--- src/rtl/jtpopeye_dwnld.sv ---
// Routes ioctl download bytes to the SDRAM programming port (with a one-entry skid buffer)
// or to the colour/timing PROM write strobes, and flags end of download and overflow.
module jtpopeye_dwnld #(
    parameter logic [21:0] PROM_START = 22'hE000,
    parameter logic [21:0] FILE_END   = 22'hE240
) (
    input  logic        clk,
    input  logic        rst_n,
    input  logic        downloading,
    input  logic [21:0] ioctl_addr,
    input  logic [7:0]  ioctl_data,
    input  logic        ioctl_wr,
    output logic [21:0] prog_addr,
    output logic [7:0]  prog_data,
    output logic [1:0]  prog_mask,
    output logic        prog_we,
    input  logic        prog_rdy,
    output logic [3:0]  prom_we,
    output logic [7:0]  prom_addr,
    output logic [7:0]  prom_data,
    output logic        dwnld_done,
    output logic        dwnld_err
);

    typedef enum logic [0:0] {StIdle, StBusy} state_e;

    state_e      state_q, state_d;
    logic [21:0] out_addr_q, out_addr_d;
    logic [7:0]  out_data_q, out_data_d;
    logic [1:0]  out_mask_q, out_mask_d;
    logic        skid_valid_q, skid_valid_d;
    logic [21:0] skid_addr_q, skid_addr_d;
    logic [7:0]  skid_data_q, skid_data_d;
    logic [1:0]  skid_mask_q, skid_mask_d;
    logic [3:0]  prom_we_q, prom_we_d;
    logic [7:0]  prom_addr_q, prom_addr_d;
    logic [7:0]  prom_data_q, prom_data_d;
    logic        err_q, err_d;
    logic        done_q, done_d;
    logic        dl_q;
    logic        fall_seen_q, fall_seen_d;

    logic        wr_en, is_sdram, is_prom, sdram_wr, prom_wr;
    logic [21:0] prom_off;
    logic [21:0] new_addr;
    logic [1:0]  new_mask;
    logic [3:0]  prom_sel;
    logic [7:0]  prom_idx;
    logic        overflow;
    logic        fall_pending;

    assign wr_en    = ioctl_wr & downloading;
    assign is_sdram = ioctl_addr < PROM_START;
    assign is_prom  = !is_sdram && (ioctl_addr < FILE_END);
    assign sdram_wr = wr_en & is_sdram;
    assign prom_wr  = wr_en & is_prom;
    assign prom_off = ioctl_addr - PROM_START;
    assign new_addr = {1'b0, ioctl_addr[21:1]};
    assign new_mask = ioctl_addr[0] ? 2'b01 : 2'b10;

    // Only the low byte of the offset survives into the PROM address, so the
    // per-PROM base can be removed with 8-bit arithmetic.
    always_comb begin
        prom_sel = 4'b0000;
        prom_idx = 8'h00;
        if (prom_off < 22'h020) begin
            prom_sel = 4'b0001;
            prom_idx = prom_off[7:0];
        end else if (prom_off < 22'h040) begin
            prom_sel = 4'b0010;
            prom_idx = prom_off[7:0] - 8'h20;
        end else if (prom_off < 22'h140) begin
            prom_sel = 4'b0100;
            prom_idx = prom_off[7:0] - 8'h40;
        end else begin
            prom_sel = 4'b1000;
            prom_idx = prom_off[7:0] - 8'h40;
        end
    end

    always_comb begin
        prom_we_d   = 4'b0000;
        prom_addr_d = prom_addr_q;
        prom_data_d = prom_data_q;
        if (prom_wr) begin
            prom_we_d   = prom_sel;
            prom_addr_d = prom_idx;
            prom_data_d = ioctl_data;
        end
    end

    always_comb begin
        state_d      = state_q;
        out_addr_d   = out_addr_q;
        out_data_d   = out_data_q;
        out_mask_d   = out_mask_q;
        skid_valid_d = skid_valid_q;
        skid_addr_d  = skid_addr_q;
        skid_data_d  = skid_data_q;
        skid_mask_d  = skid_mask_q;
        overflow     = 1'b0;
        unique case (state_q)
            StIdle: begin
                if (sdram_wr) begin
                    out_addr_d = new_addr;
                    out_data_d = ioctl_data;
                    out_mask_d = new_mask;
                    state_d    = StBusy;
                end
            end
            StBusy: begin
                if (prog_rdy) begin
                    if (skid_valid_q) begin
                        out_addr_d   = skid_addr_q;
                        out_data_d   = skid_data_q;
                        out_mask_d   = skid_mask_q;
                        skid_valid_d = 1'b0;
                        if (sdram_wr) begin
                            skid_addr_d  = new_addr;
                            skid_data_d  = ioctl_data;
                            skid_mask_d  = new_mask;
                            skid_valid_d = 1'b1;
                        end
                    end else if (sdram_wr) begin
                        out_addr_d = new_addr;
                        out_data_d = ioctl_data;
                        out_mask_d = new_mask;
                    end else begin
                        state_d = StIdle;
                    end
                end else if (sdram_wr) begin
                    if (skid_valid_q) begin
                        overflow = 1'b1;
                    end else begin
                        skid_addr_d  = new_addr;
                        skid_data_d  = ioctl_data;
                        skid_mask_d  = new_mask;
                        skid_valid_d = 1'b1;
                    end
                end
            end
            default: state_d = StIdle;
        endcase
    end

    // Done is judged on the next-cycle pipeline state so it pulses in the cycle
    // right after the final prog_rdy.
    always_comb begin
        err_d = err_q;
        if (overflow) begin
            err_d = 1'b1;
        end else if (downloading && !dl_q) begin
            err_d = 1'b0;
        end
        fall_pending = fall_seen_q | (dl_q & ~downloading);
        done_d       = ~downloading & fall_pending & (state_d == StIdle) & ~skid_valid_d;
        fall_seen_d  = fall_pending & ~done_d & ~downloading;
    end

    always_ff @(posedge clk or negedge rst_n) begin
        if (!rst_n) begin
            state_q      <= StIdle;
            out_addr_q   <= '0;
            out_data_q   <= '0;
            out_mask_q   <= 2'b11;
            skid_valid_q <= 1'b0;
            skid_addr_q  <= '0;
            skid_data_q  <= '0;
            skid_mask_q  <= 2'b11;
            prom_we_q    <= '0;
            prom_addr_q  <= '0;
            prom_data_q  <= '0;
            err_q        <= 1'b0;
            done_q       <= 1'b0;
            dl_q         <= 1'b0;
            fall_seen_q  <= 1'b0;
        end else begin
            state_q      <= state_d;
            out_addr_q   <= out_addr_d;
            out_data_q   <= out_data_d;
            out_mask_q   <= out_mask_d;
            skid_valid_q <= skid_valid_d;
            skid_addr_q  <= skid_addr_d;
            skid_data_q  <= skid_data_d;
            skid_mask_q  <= skid_mask_d;
            prom_we_q    <= prom_we_d;
            prom_addr_q  <= prom_addr_d;
            prom_data_q  <= prom_data_d;
            err_q        <= err_d;
            done_q       <= done_d;
            dl_q         <= downloading;
            fall_seen_q  <= fall_seen_d;
        end
    end

    assign prog_addr  = out_addr_q;
    assign prog_data  = out_data_q;
    assign prog_mask  = out_mask_q;
    assign prog_we    = (state_q == StBusy);
    assign prom_we    = prom_we_q;
    assign prom_addr  = prom_addr_q;
    assign prom_data  = prom_data_q;
    assign dwnld_done = done_q;
    assign dwnld_err  = err_q;

endmodule

--- config.mk ---
export PLATFORM = sky130hd
export DESIGN_NAME = jtpopeye_dwnld
export DESIGN_NICKNAME = d
export VERILOG_FILES = /design/src/rtl/jtpopeye_dwnld.sv
export SDC_FILE = /design/constraint.sdc
export NUM_CORES = 1
export LEC_CHECK = 0
export ABC_CLOCK_PERIOD_IN_PS = 3100
export CAP_MARGIN = 20
export CORE_MARGIN = 2
export CORE_UTILIZATION = 55
export DETAILED_ROUTE_END_ITERATION = 8
export DONT_BUFFER_PORTS = 1
export GPL_TIMING_DRIVEN = 0
export PLACE_DENSITY = 0.7
export SYNTH_ARGS = -nofsm -noshare
export SYNTH_HDL_FRONTEND = slang
export SYNTH_SLANG_ARGS = --single-unit
--- constraint.sdc ---
create_clock -name clk -period 3.1 [get_ports clk]
set_input_delay 0.62 -clock clk [delete_from_list [all_inputs] [get_ports clk]]
set_output_delay 0.62 -clock clk [all_outputs]
set_load 0.01 [all_outputs]
Word level (Yosys, flattened, before mapping)
Cells that the tools add are included.

cells by class
  $add $sub $neg = 3
  $lt $le $gt $ge = 5
  equal/unequal tests = 4
  multiplexer cells = 48
  bitwise logic cells = 15
  reduce and logical (&&, ||, !) cells = 7

operators by type and width
  operator                  count
  $mux W22                  8
  $mux W8                   10
  $lt A22 B16 Y1 const B    2
  $pmux W22 S2              1
  $lt A22 B6 Y1 const B     1
  $lt A22 B7 Y1 const B     1
  $lt A22 B9 Y1 const B     1
  $sub A22 B16 Y22 const B  1
  $mux W2                   9
  $mux W4                   4
  $pmux W8 S2               1
  $mux W1                   13
  $and A1 B1 Y1             9
  $sub A8 B6 Y8 const B     1
  $sub A8 B7 Y8 const B     1
  $not A1 Y1                5
  $reduce_and A5 Y1         1
  $ne A2 B1 Y1 const B      2
  $ne A2 B2 Y1 const B      2
  $pmux W2 S2               1
  $reduce_bool A2 Y1        2
  $logic_and A1 B1 Y1       2
  $logic_not A1 Y1          2
  $pmux W1 S2               1
  $or A1 B1 Y1              1

storage, ports and cells
  flip-flop bits (word level) = 90
  bits of input ports = 35
  output and inout port bits = 55
  word-level logic and storage cells = 97

Longest topological paths before layout
  depth after elaboration = 12
  mapped depth = 9
  depth with buffers taken out = 7

Worst setup path after synthesis
OpenSTA, ideal clock, no wires.

  kind = input port to flip-flop
  start point = input port ioctl_addr[20]
  end point = register skid_addr_q[0]
  library setup time = 0.125 ns
  arrival = 2.463 ns
  data required time = 2.975 ns
  path slack = 0.512 ns
  cell stages on the path = 6
  buffers on the path = 2
  path through = or4_4 -> nor4b_4 -> and3_1 -> clkbuf_1 -> buf_4 -> mux2_2

on the way
  longest elaborated chain between the ends = 4
  elaborated cells between the ends (all ways) = 5
  classes of those cells = order compare (1); eq/ne (1); bitwise (1); reduce/logical (2)

ends and longest elaborated chain
  element                                                              RTL line  text
  start: declaration                                                   10        input logic [21:0] ioctl_addr,
  $lt A22 B16 Y1 (*)                                                   53        assign is_sdram = ioctl_addr < PROM_START;
  $and A1 B1 Y1 (*)                                                    55        assign sdram_wr = wr_en & is_sdram;
  $ne A2 B1 Y1 (no line) / $reduce_bool A2 Y1 (equally long branches)  n/a
  $reduce_and A5 Y1 (no line) (*)                                      n/a
  end signal: assignment                                               183       skid_addr_q <= skid_addr_d;
  end: declaration                                                     32        logic [21:0] skid_addr_q, skid_addr_d;

Every way passes the cells marked *; elsewhere a longest branch is shown, timed or not.
A chain may end at the register's enable or synchronous reset.

Final worst setup path
  start point = input port ioctl_addr[20]
  end point = register skid_addr_q[8]

The elaborated chain is that of the path after synthesis.

==> flow_summary.ini <==
[sta]
final-setup-viol-count = 0
final-max-slew-violation-count = 0
clock_skew_ps = 11.4
min_period_ps = 2550
maxSlewHeadroom = 0.474
fmax_ghz = 0.393
final_hold_viol_count = 0
layout_setup_ws_ps = 553
fin_crit_sh = 0.822
timing_worst_slew_pin_value_ps = 789
grt_setup_unrepaired = false
fin_worst_hold_slack_ps = 103
final.setup.tns_ps = 0

[grt]
global_route_wire_length_before_repair_um = 12300
grt.total_usage = 0.215
first_global_vias = 2416
maximum_number_of_pins_on_one_net_before_global_route_repair = 86
initial_antenna_violation_count = 0
overflow = 0

[clock_tree]
clock_tree_from_tritoncts = built
cts_hold_repair.buffers = 1
insertion_delay_ps = 350
cts.sinks = 89
postCtsSetupRepairBufs = 0
cts-buffers-inserted = 9
post_cts_resized = 0
clk_pin_slew_ps = 90
cts-root-to-sink-buffers = 2
clk_root_buffer_cell = clkbuf_8
htree_levels = 3

[critical_path]
cp_cell_sequence = or4_4 > nor4b_4 > and3_1 > clkbuf_1 > buf_4 > mux2_2
critical_path.startpoint_type = input pin
arrival_ps = 2780
slowest_stage = or4_4
worst_path_dominant_cell_family = simple AND/OR/NAND/NOR gates
critPathRequiredTime_ps = 3330
worst_r2r_startpoint = skid_valid_q
worstPathMaxFanout = 10
cp_slowest_stage_delay_ps = 550
setup.worst_path.start = ioctl_addr[20]
timing.reg2reg.setup_slack_ps = 880
critPathBufInv = 2
timing.critical_path.to_type = flop
path_class = in2reg

[pwr]
switching_portion_of_total_power = 0.302
p_int_w = 0.00175
ir_drop_uv = 406
power.density_cell_area_nw_per_um2 = 611
total_power_w = 0.00251
total_switching_power_w = 0.000758
clock_power_share = 0.290
comb_power_share = 0.103
seqPwrFrac = 0.607
lkg_pwr_nw = 1.98

[synth]
synth_area_leader_cell = dfrtp_1
syn-instance-count = 328
synthesis.nets = 366
syn_avg_cell_area_um2 = 11.6
synth.yosys.seq_area_share = 0.587
synth_most_common_cell = dfrtp_1
synthesis.area_um2 = 3800
yosysUniqueCellTypes = 44
synth_top_area_share = 0.559
post_synth_main_area_contributors = dfrtp_1 56%, mux2i_1 7.4%, nand2_1 7.3%
yosys_warnings = 0
synth.ff_latch_count = 89
ys_async_sr_fraction = 1.00
dominant_register_cell_in_the_synthesized_netlist = dfrtp_1
number_of_enable_flip_flop_cells_after_synthesis = 0
post_synth_most_frequent_cells = 85 x dfrtp_1, 74 x nand2_1, 29 x o21ai_0, 28 x mux2i_1, 24 x mux2_2

[route]
drt-vias-per-instance = 5.59
drt_drc_violations_left = 0
drt_first_iter_violations = 101
first_pass_detailed_route_iteration_total = 4
wl_met1_um = 3320
wl_met3_um = 568
wl_met2_um = 3720
highest-signal-layer = met4
ant_nets = 0
routedWlPerCell_um = 18.2
detail_route.wirelength_um = 7720
via_count = 2375

[die]
io_pins = 90
die_area_um2 = 7590
std_cell_rows = 30
design.core.area_um2 = 6760
floorplan.initialDensity = 0.563
die_x_um = 87.1
dieHeight_um = 87.1

[run]
drv_cap = 0

[final_layout]
nets = 378
share_of_layout_cells_above_drive_strength_1 = 0.171
antenna_cells_inserted = 0
synthToLayoutAreaGrowth_pct = 8.16
final_standard_cell_count_with_taps_included_and_fillers_excluded = 425

[run_status]
outcome = finished clean

[placement]
dpl.hpwl_um = 5340
port-buffer-count = 0
place_congestion = 0.788
dpl_worst_slack_ps = 201
dp_cells = 408

[min_path]
timing.hold.worst.class = in2async
-- final cells by class --
type / instances / area, um^2
inverters: 5 / 18.8
multi-input cells: 217 / 1460
clock buffers: 11 / 141
clock inverters: 5 / 41.3
fillers: 547 / 2640
plain buffers: 17 / 96.3
repair buffers: 1 / 27.5
flip-flops and latches: 89 / 2230
well taps: 80 / 100
-- registers in the layout, summed over array words and instances, names as in the netlist --
register      cells
prog_addr        22
skid_addr_q      21
prog_data         8
prom_addr         8
prom_data         8
skid_data_q       8
prom_we           4
prog_mask         2
skid_mask_q       2
dl_q              1
dwnld_done        1
dwnld_err         1
fall_seen_q       1
prog_we           1
skid_valid_q      1
-- final timing paths --
path	depth (start not counted)	to
setup / recovery	6	skid_addr_q[8]
hold / removal	0	prog_mask[0]
setup reg to reg	6	prog_addr[0]
hold reg to reg	2	skid_mask_q[1]
max in group asynchronous	1	skid_data_q[7]
min in group clk	0	dl_q
-- cell usage in the layout (no fill, tap or decap), drive strengths merged, types with 2 or more instances in the layout --
cell type / Yosys / layout
clkinv: 0 / 3
a21oi: 3 / 3
dfstp: 4 / 4
nor2: 5 / 5
dfrtp: 85 / 85
mux2: 25 / 25
ha: 3 / 3
mux2i: 28 / 28
clkinvlp: 0 / 2
a22o: 4 / 4
buf: 7 / 8
xnor2: 2 / 2
nor2b: 8 / 8
nand2b: 5 / 5
inv: 5 / 5
nand3: 3 / 3
and2: 2 / 2
clkbuf: 10 / 21
and3: 3 / 3
or3: 2 / 2
nand2: 74 / 74
o21ai: 31 / 31
nor4b: 3 / 3
-- per-layer routing --
metal  GRT usage  up-vias
li1            -     1138
met1       0.280     1164
met2       0.336       63
met3      0.0692       10
met4      0.0825        0
met5           0        -
-- stage by stage --
stage,utilization,cell area [um^2]
floorplan,-,3800
global placement,0.578,3900
detailed placement,0.578,3900
CTS,0.609,4110
global route,0.609,4110
finish,0.609,4110
-- worst reg2reg max path: stages, from the launching register on --
cell and delay [ps]:
dfrtp_1 330, clkbuf_1 290, and2_1 200, buf_2 280, clkbuf_1 630, mux2i_1 260, o21ai_0 100
-- cell families (layout without fill, tap and decap cells) --
group,after synthesis,in the layout,share of synthesized area
fa+ha+maj,3,3,0.00987
buf+inv,22,39,0.0303
compound gates,47,47,0.0754
xor+xnor,2,2,0.00461
simple gates,112,112,0.145
flops,89,89,0.587
mux,53,53,0.148
-- power by group through the flow --
stage / Combinational (W) / Sequential [W] / Clock [W]
detailed placement: 0.000238 / 0.00155 / 0
CTS: 0.000265 / 0.00153 / 0.000745
global placement: 0.000222 / 0.00154 / 0
finish: 0.000259 / 0.00152 / 0.000728
floorplan: 0.000190 / 0.00151 / 0
global route: 0.000305 / 0.00155 / 0.000799
(Power assumes the default switching activity.)
==> RTL change 1: new RTL, same flow settings <==
Take the reset off `out_addr_q`, `out_data_q`, `skid_addr_q`, `skid_data_q`, `prom_addr_q` and `prom_data_q` and load them in a clocked block of their own.
--- a/src/rtl/jtpopeye_dwnld.sv
+++ b/src/rtl/jtpopeye_dwnld.sv
@@ -160,37 +160,34 @@
     always_ff @(posedge clk or negedge rst_n) begin
         if (!rst_n) begin
             state_q      <= StIdle;
-            out_addr_q   <= '0;
-            out_data_q   <= '0;
             out_mask_q   <= 2'b11;
             skid_valid_q <= 1'b0;
-            skid_addr_q  <= '0;
-            skid_data_q  <= '0;
             skid_mask_q  <= 2'b11;
             prom_we_q    <= '0;
-            prom_addr_q  <= '0;
-            prom_data_q  <= '0;
             err_q        <= 1'b0;
             done_q       <= 1'b0;
             dl_q         <= 1'b0;
             fall_seen_q  <= 1'b0;
         end else begin
             state_q      <= state_d;
-            out_addr_q   <= out_addr_d;
-            out_data_q   <= out_data_d;
             out_mask_q   <= out_mask_d;
             skid_valid_q <= skid_valid_d;
-            skid_addr_q  <= skid_addr_d;
-            skid_data_q  <= skid_data_d;
             skid_mask_q  <= skid_mask_d;
             prom_we_q    <= prom_we_d;
-            prom_addr_q  <= prom_addr_d;
-            prom_data_q  <= prom_data_d;
             err_q        <= err_d;
             done_q       <= done_d;
             dl_q         <= downloading;
             fall_seen_q  <= fall_seen_d;
         end
+    end
+
+    always_ff @(posedge clk) begin
+        out_addr_q  <= out_addr_d;
+        out_data_q  <= out_data_d;
+        skid_addr_q <= skid_addr_d;
+        skid_data_q <= skid_data_d;
+        prom_addr_q <= prom_addr_d;
+        prom_data_q <= prom_data_d;
     end
 
     assign prog_addr  = out_addr_q;
Formal check against the unedited RTL: not equivalent (Yosys sat finds a counterexample within 4 cycles, from zero or initial values and one cycle with rst_n low).
==> RTL change 1 against the unedited design <==
Cell area is 2.2% lower; register-to-register slack improved by 0.23 ns; sequential cell count did not move; non-clock buffer count shrank 3; synthesized area shrank 3.8%; worst setup slack worse by 0.10 ns; global-route usage is 0.59 points lower; wire length is 5.2% lower.
Power is not compared: it rests on default switching activity, and its combinational part moved more than twofold at a synthesized area within 25%.
==> RTL change 1: results <==
group,metric,value,unit
yosys,async_reset_ff_share,15.73,%
detailed_routing,wl,7.325,mm
sta,period_needed,2.651,ns
detailed_routing,wl_per_cell,19.23,um
cells_and_area,nets,337,
cells_and_area,multi_input_cells,176,
cells_and_area,clockNetworkAreaShare,5.008,%
global_route,grt_pass1_wl,11.43,mm
yosys,syn_nets,323,
worst_setup_path,critPathArrivalTime,2.72,ns
yosys,synthTopCellsByCount,"75 x edfxtp_1, 63 x nand2_1, 27 x nor2_1, 24 x a31oi_1",
worst_setup_path,critical-path-max-stage-delay,0.78,ns
yosys,synth_edf_count,75,
cells_and_area,multi_input_area_share,23.98,%
sta,worstMarginPinSlew,0.7763,ns
placed_design,pre_cts_ws,0.08040,ns
cells_and_area,regArea,2608,um2
yosys,synth_cell_types,41,
yosys,synthCells,285,
yosys,synth_top_family_by_area,"simple AND/OR/NAND/NOR gates",
worst_setup_path,r2r_cells,4,
cells_and_area,nonClockBufferCount,15,
yosys,synth_area_leaders,"edfxtp_1 62%, dfrtp_1 6.8%, nand2_1 6.5%",
cells_and_area,fillCellCount,503,
worst_setup_path,critPathMaxFanout,16,
placed_design,dp.cells,364,
cells_and_area,drive_gt1_share,11.18,%
global_route,grt.total_usage,20.88,%
worst_setup_path,crit_start,"ioctl_addr[16]",
yosys,ys_seq_area_share,71.25,%
floorplanning,core,6386,um2
power,ir_drop,0.3424,mV
detailed_routing,vias,2273,
yosys,synth_fa_ha_area_share,1.026,%
global_route,antenna_found_initial,0,
placed_design,hpwl,4.917,mm
cells_and_area,inv_count,8,
yosys,yosys-mux-area-fraction,1.470,%
worst_setup_path,r2r_slack,1.11,ns
yosys,synth-xor-area-share,0.4786,%
placed_design,place_area,3811,um2
run_status,status,"finished clean",
cells_and_area,final_core_util,62.99,%
sta,skew,0.006667,ns
detailed_routing,drt-initial-drc-count,123,
worst_setup_path,reg2reg_to,"skid_data_q[3]",
global_route,grt_max_degree,24,
yosys,synth-compound-area-share,7.658,%
worst_setup_path,path_class,"input pin to flip-flop",
cells_and_area,nClkBuffers,9,
global_route,grt_pass1_vias,2220,
worst_setup_path,cp_slowest_cell,"and3_1",
placed_design,routabilityCongestion,0.7824,
## RTL change 1: how the worst min path moves through the flow
stage / startpoint / end / slack [ns]
floorplan: rst_n / dl_q / 0.32
global placement: rst_n / prom_we[2] / 0.32
detailed placement: rst_n / prom_we[3] / 0.32
CTS: rst_n / skid_mask_q[0] / 0.09
global route: rst_n / skid_mask_q[0] / 0.07
finish: rst_n / skid_mask_q[0] / 0.1
## RTL change 1: power breakdown
| part | switching, mW | internal, mW | total [mW] |
|---|---|---|---|
| clock | 0.422 | 0.381 | 0.803 |
| sequential | 0.0703 | 1.37 | 1.44 |
| combinational | 0.0443 | 0.0424 | 0.0866 |
| total | 0.537 | 1.80 | 2.33 |
## RTL change 1: per-layer routing
metal  track usage (%)  vias up  part of all wire [%]
met1             26.56     1103                    43
met5                 0        -                     0
li1                  -     1073                     -
met3             7.988       14                   8.6
met2             31.89       83                    46
met4             9.812        0                   2.0
## RTL change 1: timing repair
item	in CTS	in global routing
endpoints found under the hold margin	10	0
hold buffers	1	0
buffers inserted	0	0
==> RTL change 2: new RTL, same flow settings <==
Without the edit above. The parameter `PROM_START` goes from 22'hE000 to 22'hA800.
--- a/src/rtl/jtpopeye_dwnld.sv
+++ b/src/rtl/jtpopeye_dwnld.sv
@@ -1,7 +1,7 @@
 // Routes ioctl download bytes to the SDRAM programming port (with a one-entry skid buffer)
 // or to the colour/timing PROM write strobes, and flags end of download and overflow.
 module jtpopeye_dwnld #(
-    parameter logic [21:0] PROM_START = 22'hE000,
+    parameter logic [21:0] PROM_START = 22'hA800,
     parameter logic [21:0] FILE_END   = 22'hE240
 ) (
     input  logic        clk,
Formal check against the unedited RTL: not equivalent (Yosys sat finds a counterexample within 4 cycles, from zero or initial values and one cycle with rst_n low).
==> RTL change 2 against the unedited design <==
Sequential cell count is the same; final cell count shrank 0.71%; worst setup slack gained 0.45 ns; synthesized area grew 1.5%; via count grew 6.9%; cell area grew 2.8%; first-iteration DRC count grew 26%; wire length grew 8.4%; critical path type unchanged; highest routed layer unchanged.
Power is not compared: it rests on default switching activity, and its combinational part moved more than twofold at a synthesized area within 25%.
==> RTL change 2: results <==
group,metric,value,unit
run_status,status,"finished clean",
yosys,syn_nets,348,
detailed_routing,wl,8.374,mm
placed_design,hpwl,5.690,mm
sta,worstMarginPinSlew,0.5982,ns
cells_and_area,nets,360,
global_route,grt_pass1_wl,13.35,mm
floorplanning,fp.dieW,87.76,um
cells_and_area,fillCellCount,539,
sta,setup_slack,1.004,ns
detailed_routing,vias,2539,
placed_design,pre_cts_ws,0.6342,ns
worst_setup_path,critPathArrivalTime,2.34,ns
cells_and_area,drive_gt1_share,22.39,%
yosys,ys_seq_area_share,57.85,%
detailed_routing,drt-initial-drc-count,127,
yosys,synthTopCellsByCount,"85 x dfrtp_1, 25 x a2bb2oi_1, 25 x mux2_2, 25 x o22ai_1",
worst_setup_path,critical_path.top_delay_family,"compound AO/OA/AOI/OAI gates",
yosys,synth_area_leaders,"dfrtp_1 55%, mux2_2 7.3%, a2bb2oi_1 5.7%",
yosys,synth_cell_types,50,
global_route,grt_pass1_vias,2587,
placed_design,routabilityCongestion,0.8475,
global_route,grt.total_usage,23.00,%
sta,max_freq,0.4770,GHz
sta,skew,0.007753,ns
RTL change 2: changes by cell type after synthesis, sizes merged, moves of 6 or more:
cell / change
a2bb2oi: +25
and2: +6
mux2i: -28
nand2: -58
nor3: +7
o21ai: -15
o22ai: +24
RTL change 2: path summary, 6_finish.rpt:
| kind | to | cells after the start | start | slack, ns |
|---|---|---|---|---|
| worst max-delay path | prom_addr[4] | 7 | ioctl_addr[6] | 1.00 |
| worst min-delay path | skid_mask_q[1] | 0 | rst_n | 0.11 |
| worst max register to register | prog_addr[6] | 5 | prog_we | 1.04 |
| worst min register to register | skid_mask_q[0] | 2 | skid_mask_q[0] | 0.48 |
| min in group clk | dl_q | 0 | downloading | 0.29 |
| max in group asynchronous | skid_data_q[3] | 1 | rst_n | 2.61 |
RTL change 2: power by group:
group / internal [mW] / switching, mW / leakage (nW) / total (mW)
Sequential: 1.38 / 0.247 / 1.17 / 1.62
Clock: 0.457 / 0.404 / 0.103 / 0.861
Combinational: 0.349 / 0.365 / 0.663 / 0.714
Total: 2.18 / 1.02 / 1.94 / 3.20
RTL change 2: per-layer routing:
metal  GRT usage, %  routed length (um)  vias up
li1               -                   -     1187
met2          34.78                3828       73
met3          8.106                 695       11
met5              0                   0        -
met1          31.06                3739     1268
met4          7.972                 111        0
RTL change 2: area by class of cell:
cell class	instances	area (um2)	share of cell area [%]
clock buffer	10	127.6	3.020
timing repair buffer	1	27.53	0.6513
inverter	10	37.54	0.8881
sequential	89	2232	52.81
buffer	18	96.34	2.279
multi-input combinational	192	1493	35.32
tap	96	120.1	2.842
clock inverter	6	92.59	2.191
RTL change 2: timing repair:
| item | 4_1_cts | 5_1_grt |
|---|---|---|
| setup buffers | 0 | 0 |
| hold buffers | 1 | 0 |
| endpoints found under the hold margin | 85 | 0 |
RTL change 2: per-stage QoR:
| stage | cells | utilization, % | instance area (um2) |
|---|---|---|---|
| 2_1_floorplan | 309 | - | 3859 |
| 3_3_place_gp | 405 | 58.56 | 3979 |
| 3_5_place_dp | 405 | 58.56 | 3979 |
| 4_1_cts | 422 | 62.21 | 4227 |
| 5_1_grt | 422 | 62.21 | 4227 |
| 6_report | 422 | 62.21 | 4227 |
RTL change 2: kinds of logic (layout without fill, tap and decap cells):
family | after synthesis | after routing | synth area share, %
AOI/OAI and AO/OA | 96 | 96 | 19.29
xor gates and xnor gates | 3 | 3 | 0.6811
adders and majority gates | 4 | 4 | 1.297
buffers and inverters | 28 | 45 | 3.470
DFF | 89 | 89 | 57.85
muxes | 29 | 29 | 8.852
and+or+nand+nor | 60 | 60 | 8.561
